<file path="config.mk">
export PLATFORM = sky130hd
export DESIGN_NAME = cordic_range_reduce
export DESIGN_NICKNAME = d
export VERILOG_FILES = /design/src/rtl/cordic_pkg.sv /design/src/rtl/cordic_quadrant_fold.sv /design/src/rtl/cordic_range_reduce.sv
export SDC_FILE = /design/constraint.sdc
export NUM_CORES = 1
export LEC_CHECK = 0
export ABC_AREA = 1
export BUFFER_PORTS_ARGS = -buffer_cell sky130_fd_sc_hd__buf_2
export CAP_MARGIN = 10
export CELL_PAD_IN_SITES_DETAIL_PLACEMENT = 0
export CELL_PAD_IN_SITES_GLOBAL_PLACEMENT = 1
export CORE_MARGIN = 1
export CORE_UTILIZATION = 32
export CTS_CLUSTER_SIZE = 28
export DETAILED_ROUTE_END_ITERATION = 8
export PLACE_DENSITY_LB_ADDON = 0.1
export SYNTH_ARGS = -nofsm -noshare
export SYNTH_HDL_FRONTEND = slang
export SYNTH_SLANG_ARGS = --single-unit
</file>
<file path="constraint.sdc">
create_clock -name clk -period 2.75 [get_ports clk]
set_input_delay 0.1375 -clock clk [delete_from_list [all_inputs] [get_ports clk]]
set_output_delay 0.1375 -clock clk [all_outputs]
set_load 0.05 [all_outputs]
</file>
<file path="src/rtl/cordic_pkg.sv">
// Shared CORDIC definitions: mode codes, range-reduce FSM encoding and binary-angle constants.
package cordic_pkg;

  localparam logic [1:0] OP_ROTATE        = 2'b00;
  localparam logic [1:0] OP_VECTOR        = 2'b01;

  localparam logic [1:0] COORD_LINEAR     = 2'b00;
  localparam logic [1:0] COORD_CIRCULAR   = 2'b01;
  localparam logic [1:0] COORD_HYPERBOLIC = 2'b11;

  // Binary angles at 32 bits: 2^32 is a full turn.
  localparam logic [31:0] ANGLE_90  = 32'h4000_0000;
  localparam logic [31:0] ANGLE_180 = 32'h8000_0000;

  typedef enum logic [1:0] {
    ST_IDLE   = 2'b00,
    ST_LAUNCH = 2'b01,
    ST_BUSY   = 2'b10
  } rr_state_t;

endpackage

</file>
<file path="src/rtl/cordic_quadrant_fold.sv">
// Combinational pi-fold that maps circular-mode operands into the CORDIC convergence range.
// Build option CORDIC_RR_SAT_EN: negating the most-negative value saturates instead of wrapping.
module cordic_quadrant_fold
  import cordic_pkg::*;
#(
  parameter int WIDTH = 32
) (
  input  logic [1:0]              mode_op_i,
  input  logic [1:0]              mode_coord_i,
  input  logic signed [WIDTH-1:0] x_i,
  input  logic signed [WIDTH-1:0] y_i,
  input  logic signed [WIDTH-1:0] z_i,
  output logic signed [WIDTH-1:0] x_o,
  output logic signed [WIDTH-1:0] y_o,
  output logic signed [WIDTH-1:0] z_o,
  output logic                    fold_o
);

  localparam logic [WIDTH-1:0] HALF_TURN = {1'b1, {(WIDTH-1){1'b0}}};

  function automatic logic signed [WIDTH-1:0] negate(input logic signed [WIDTH-1:0] v);
`ifdef CORDIC_RR_SAT_EN
    if (v == HALF_TURN) return ~HALF_TURN;
`endif
    return -v;
  endfunction

  always_comb begin
    fold_o = 1'b0;
    if (mode_coord_i == COORD_CIRCULAR) begin
      // Rotation: top two angle bits differ when |z| is past a quarter turn.
      if (mode_op_i == OP_ROTATE)      fold_o = z_i[WIDTH-1] ^ z_i[WIDTH-2];
      else if (mode_op_i == OP_VECTOR) fold_o = x_i[WIDTH-1];
    end
    x_o = fold_o ? negate(x_i) : x_i;
    y_o = fold_o ? negate(y_i) : y_i;
    z_o = fold_o ? (z_i ^ HALF_TURN) : z_i;
  end

endmodule

</file>
<file path="src/rtl/cordic_range_reduce.sv">
// Request front-end for a CORDIC core: folds operands, launches one job, waits for result-valid.
// Build option CORDIC_RR_SAT_EN selects saturating negation inside the fold.
//
// state     | meaning
// ST_IDLE   | s_ready high, waiting for a request
// ST_LAUNCH | c_enable pulse to the core, one cycle
// ST_BUSY   | c_* held stable until c_valid
module cordic_range_reduce
  import cordic_pkg::*;
#(
  parameter int WIDTH = 32
) (
  input  logic                    clk,
  input  logic                    rst,
  input  logic                    s_valid,
  output logic                    s_ready,
  input  logic [1:0]              s_mode_op,
  input  logic [1:0]              s_mode_coord,
  input  logic signed [WIDTH-1:0] s_x,
  input  logic signed [WIDTH-1:0] s_y,
  input  logic signed [WIDTH-1:0] s_z,
  output logic                    c_enable,
  output logic [1:0]              c_mode_op,
  output logic [1:0]              c_mode_coord,
  output logic signed [WIDTH-1:0] c_x,
  output logic signed [WIDTH-1:0] c_y,
  output logic signed [WIDTH-1:0] c_z,
  input  logic                    c_valid,
  output logic                    fold,
  output logic                    busy
);

  rr_state_t state_q, state_d;
  logic      take;

  logic signed [WIDTH-1:0] fx, fy, fz;
  logic                    ffold;

  logic signed [WIDTH-1:0] c_x_q, c_y_q, c_z_q;
  logic [1:0]              c_mode_op_q, c_mode_coord_q;
  logic                    fold_q;

  cordic_quadrant_fold #(.WIDTH(WIDTH)) u_fold (
    .mode_op_i    (s_mode_op),
    .mode_coord_i (s_mode_coord),
    .x_i          (s_x),
    .y_i          (s_y),
    .z_i          (s_z),
    .x_o          (fx),
    .y_o          (fy),
    .z_o          (fz),
    .fold_o       (ffold)
  );

  always_comb begin
    state_d = state_q;
    take    = 1'b0;
    case (state_q)
      ST_IDLE: begin
        if (s_valid) begin
          take    = 1'b1;
          state_d = ST_LAUNCH;
        end
      end
      ST_LAUNCH: state_d = ST_BUSY;
      ST_BUSY:   if (c_valid) state_d = ST_IDLE;
      default:   state_d = ST_IDLE;
    endcase
  end

  always_ff @(posedge clk or posedge rst) begin
    if (rst) state_q <= ST_IDLE;
    else     state_q <= state_d;
  end

  always_ff @(posedge clk or posedge rst) begin
    if (rst) begin
      c_x_q          <= '0;
      c_y_q          <= '0;
      c_z_q          <= '0;
      c_mode_op_q    <= '0;
      c_mode_coord_q <= '0;
      fold_q         <= 1'b0;
    end else if (take) begin
      c_x_q          <= fx;
      c_y_q          <= fy;
      c_z_q          <= fz;
      c_mode_op_q    <= s_mode_op;
      c_mode_coord_q <= s_mode_coord;
      fold_q         <= ffold;
    end
  end

  assign s_ready      = (state_q == ST_IDLE);
  assign c_enable     = (state_q == ST_LAUNCH);
  assign busy         = (state_q != ST_IDLE);
  assign c_x          = c_x_q;
  assign c_y          = c_y_q;
  assign c_z          = c_z_q;
  assign c_mode_op    = c_mode_op_q;
  assign c_mode_coord = c_mode_coord_q;
  assign fold         = fold_q;

endmodule

</file>
After elaboration in Yosys (flattened, before gate mapping)
Cells that the tools add are included.

Bitwise gates (word level): 2. Add/subtract/negate cells: 2. Muxes and demuxes: 11. Reduce and logical (&&, ||, !) cells: 4. Eq/ne operators: 6.

Operators with widths (number): 32-bit two-way mux (3); 32-bit negator (2); 2-bit by 1-bit == test with 1-bit output (second input constant) (3); 2-bit one-hot mux with 3 select lines (1); 1-bit two-way mux (5); 2-bit zero test (2); 2-bit two-way mux (2); 2-bit != test (second input constant) (2); 2-bit == test (second input constant) (1); 2-bit AND reduction (1); 2-bit nonzero test (1); 1-bit NOT (1); 1-bit bitwise XOR (1).

Register bits: 103. Output and inout port bits: 104.

Longest topological paths before layout
Word-level depth: 5. Mapped depth: 11.

By module
Synthesis repeated with hierarchy kept, for this count alone.

Cells, all modules: 952. Area total of the unflattened synthesis: 6389.9 µm².

By module, submodules not included: cordic_range_reduce (times used 1, area an instance 4085.2 µm², cells an instance 448); cordic_quadrant_fold (times used 1, area an instance 2304.7 µm², cells an instance 504).

Worst setup path after synthesis
No wires, ideal clock.

Path kind: register to register. Start point: register state_q[0]. End point: register c_z_q[10], in the netlist c_z[10]. Buffers on the path: 2. Stages on the path, launching flop included: 7. Required time: 2.632 ns. Data arrival time: 1.638 ns. Setup slack: 0.994 ns. Library setup time: 0.118 ns. Cell sequence: dfrtp_1 -> nor2_2 -> nand2_2 -> buf_4 -> clkbuf_1 -> nand2_1 -> nand2_1.

Cells in the longest elaborated chain, start to end: 2.

RTL lines: from (decl) (RTL line cordic_range_reduce.sv:33) `rr_state_t state_q, state_d;`; from (signal assigned) (RTL line cordic_range_reduce.sv:73) `else state_q <= state_d;`; 2-bit zero test; net s_ready (RTL line cordic_range_reduce.sv:16) `output logic s_ready,`; 1-bit two-way mux (RTL line cordic_range_reduce.sv:58) `case (state_q)`; to (signal assigned) (RTL line cordic_range_reduce.sv:87) `c_z_q <= fz;`; to (decl) (RTL line cordic_range_reduce.sv:39) `logic signed [WIDTH-1:0] c_x_q, c_y_q, c_z_q;`.

The timed path passes the listed nets, and every way through them passes these cells. A chain may end at the register's enable or synchronous reset.

Worst setup path in the final report
Start point: register state_q[1]. End point: register fold_q, in the netlist fold.

Cells in the longest elaborated chain, start to end: 2.

RTL lines: 2-bit zero test (RTL line cordic_range_reduce.sv:58); 1-bit two-way mux (RTL line cordic_range_reduce.sv:58); to (signal assigned) (RTL line cordic_range_reduce.sv:90) `fold_q <= ffold;`; to (decl) (RTL line cordic_range_reduce.sv:41) `logic fold_q;`.

No other way between the ends.

==> qor.yml <==
crit_required_ns: 2.94
finalWorstSetupSlack_ns: 1.029
antenna_found_initial: 1
ys_async_sr_fraction_pct: 100.0
cts_tree: "yes"
place_ws_ns: 0.9766
clkTransAtPathRegs_ns: 0.07
grt_pass1_vias: 5856
die_h_um: 140.4
start_util_pct: 32.66
vias: 6364
hpwl_um: 14580
mostFrequentLayoutCells: "nand2_1 (418), buf_2 (207), nor2_1 (111), nand3_1 (111), dfrtp_1 (103)"
clk_latency_ns: 0.36
yosysWarnings: 0
clkPwrFrac_pct: 14.8
ant_nets: 0
p_int_w: 0.003936
area_growth_pct: 30.07
cp_max_fo: 99
power.switching_w: 0.004925
final_common_cell: "nand2_1"
status: "complete, no violations"
firstDrtPassIters: 5
finalSetupViolations: 0
p_comb_share_pct: 55.8
dieArea_um2: 19710
endpoint_kind: "register"
critPathKind: "reg -> reg"
core-area_um2: 18770
hp-class: "in -> reg"
worstSetupStartpoint: "state_q[1]"
r2r-start: "state_q[1]"
grt_pass1_wl_um: 31190
cts_root_buffer: "clkbuf_16"
fin_crit_ns: 1.721
cp_cell_sequence: "nor2_2 > nand2_4 > buf_4 > o21ai_0"
crit_path_max_incr_delay_ns: 0.82
std_cell_rows: 50
final_cell_area_um2: 7973
synth_edf_count: 0
worst_path_max_delay_cell: "buf_4"
ys_ff_latch: 103
drc: 0
cts_buffers: 9
gp_congestion: 0.8270
numPortBuffers: 207
cts_buffer_depth: 2
tightest_slew_ns: 1.086
crit_arrival_ns: 1.91
ios: 208
cp-start-kind: "register"
sequentialPowerShare_pct: 29.4
synth_cell_types: 30
fin_nets: 1253
overflow: 0
post_drt_wl_per_cell_um: 14.06
hold_buffers: 31
worstHoldStart: "c_valid"
cts_resized: 0
min_period_over_period_pct: 62.59
placed_area_um2: 7355
synth_seq_area_share_pct: 42.05
p_per_area_nw_per_um2: 1112
maxSlewHeadroom_pct: 27.61
final.fill_count: 2033
die_x_um: 140.4
cp_top_family: "buffers and inverters"
clock_sink_count: 103
routed_via_density: 4.585
final_hold_viol_count: 0
synthCells: 920
htreeDepth: 3
track_usage_pct: 20.29
setup_tns_ns: 0
finalPower_w: 0.008862
fin_worst_skew_ns: 0.008312
cap_violations: 0
syn_avg_cell_area_um2: 6.663
p_leak_nw: 4.399
path_buf_inv: 1
wl_um: 19510
vdd_ir_drop_max_mv: 0.4651
swShare_pct: 55.58
grt_max_degree: 100
final_max_slew_viol_count: 0
rsz0062_at_grt: "false"
fmax_mhz: 581.0
hold_ws_ns: 0.02765
dominantRegCellSynth: "dfrtp_1"
final_layout_size_suffix_gt1_share_pct: 23.09
synth.cell_area_um2: 6130
post-cts-setup-buffer-count: 0
syn-num-nets: 1026
drt_iter0_drc: 336
registers in the layout (all words and copies together) (netlist names):
signal	flops
c_x	32
c_y	32
c_z	32
c_mode_coord	2
c_mode_op	2
state_q	2
fold	1
area by class of cell:
class	count	area, µm²	share of cell area, %
Multi-Input combinational cell	703	3043	38.17
Timing Repair Buffer	246	1431	17.95
Clock buffer	9	225.2	2.825
Clock inverter	7	77.57	0.9730
Tap cell	234	292.8	3.672
Inverter	84	320.3	4.018
Antenna cell	2	5.005	0.06277
Sequential cell	103	2577	32.33
power groups by stage:
| stage | Clock, W | Sequential [W] | Combinational [W] |
|---|---|---|---|
| final | 0.00131 | 0.00261 | 0.00495 |
| after floorplan | 0 | 0.00512 | 0.00123 |
| after detailed placement | 0 | 0.00263 | 0.00496 |
| after global routing | 0.00142 | 0.00270 | 0.00528 |
| after CTS | 0.00137 | 0.00261 | 0.00500 |
| after global placement | 0 | 0.00263 | 0.00493 |
kinds of logic (layout without fill, tap and decap cells):
logic type / Yosys count / in the layout / synth area share [%]
buffers and inverters: 114 / 346 / 8.389
xor gates and xnor gates: 2 / 2 / 0.2858
adders and majority gates: 2 / 2 / 0.4082
AOI/OAI and AO/OA: 25 / 25 / 2.470
DFF: 103 / 103 / 42.05
other: 0 / 2 / 0
and+or+nand+nor: 674 / 674 / 46.40
cells in the mapped netlist (6+ instances only):
| cell type | n | area [µm²] |
|---|---|---|
| nand2_1 | 418 | 1569 |
| clkbuf_1 | 10 | 37.54 |
| a31oi_1 | 7 | 43.79 |
| nor2_2 | 6 | 37.54 |
| nand2_4 | 10 | 112.6 |
| nor2_1 | 111 | 416.7 |
| inv_1 | 80 | 300.3 |
| dfrtp_1 | 103 | 2577 |
| o21ai_0 | 9 | 45.04 |
| nand3_1 | 111 | 555.5 |
| buf_4 | 11 | 82.58 |
stage by stage:
step	utilization [%]	cells
6_report	42.48	1388
5_1_grt	42.45	1386
4_1_cts	42.45	1386
3_5_place_dp	39.19	1339
3_3_place_gp	39.19	1339
2_1_floorplan	-	920
worst paths after layout:
check | endpoint | slack (ns) | depth (start not counted)
max reg2reg | fold | 1.03 | 4
min in group asynchronous | c_z[7] | 0.47 | 3
min reg2reg | c_y[25] | 0.48 | 2
min | state_q[1] | 0.03 | 3
max in group asynchronous | c_y[15] | 1.50 | 4
max | fold | 1.03 | 4
worst register-to-register path, stage by stage, from the launching register on:
cell and delay, ns:
dfrtp_1 0.39, nor2_2 0.08, nand2_4 0.07, buf_4 0.82, o21ai_0 0.21
routing by layer:
layer  global-route usage [%]  part of all wire (%)  up-vias
met1                    29.18                    50     2881
met2                    31.45                    43      178
met3                    3.316                   5.5       12
li1                         -                     -     3293
met5                        0                     0        -
met4                    5.263                   1.0        0
Note: power is estimated with default switching activity, not from simulation.
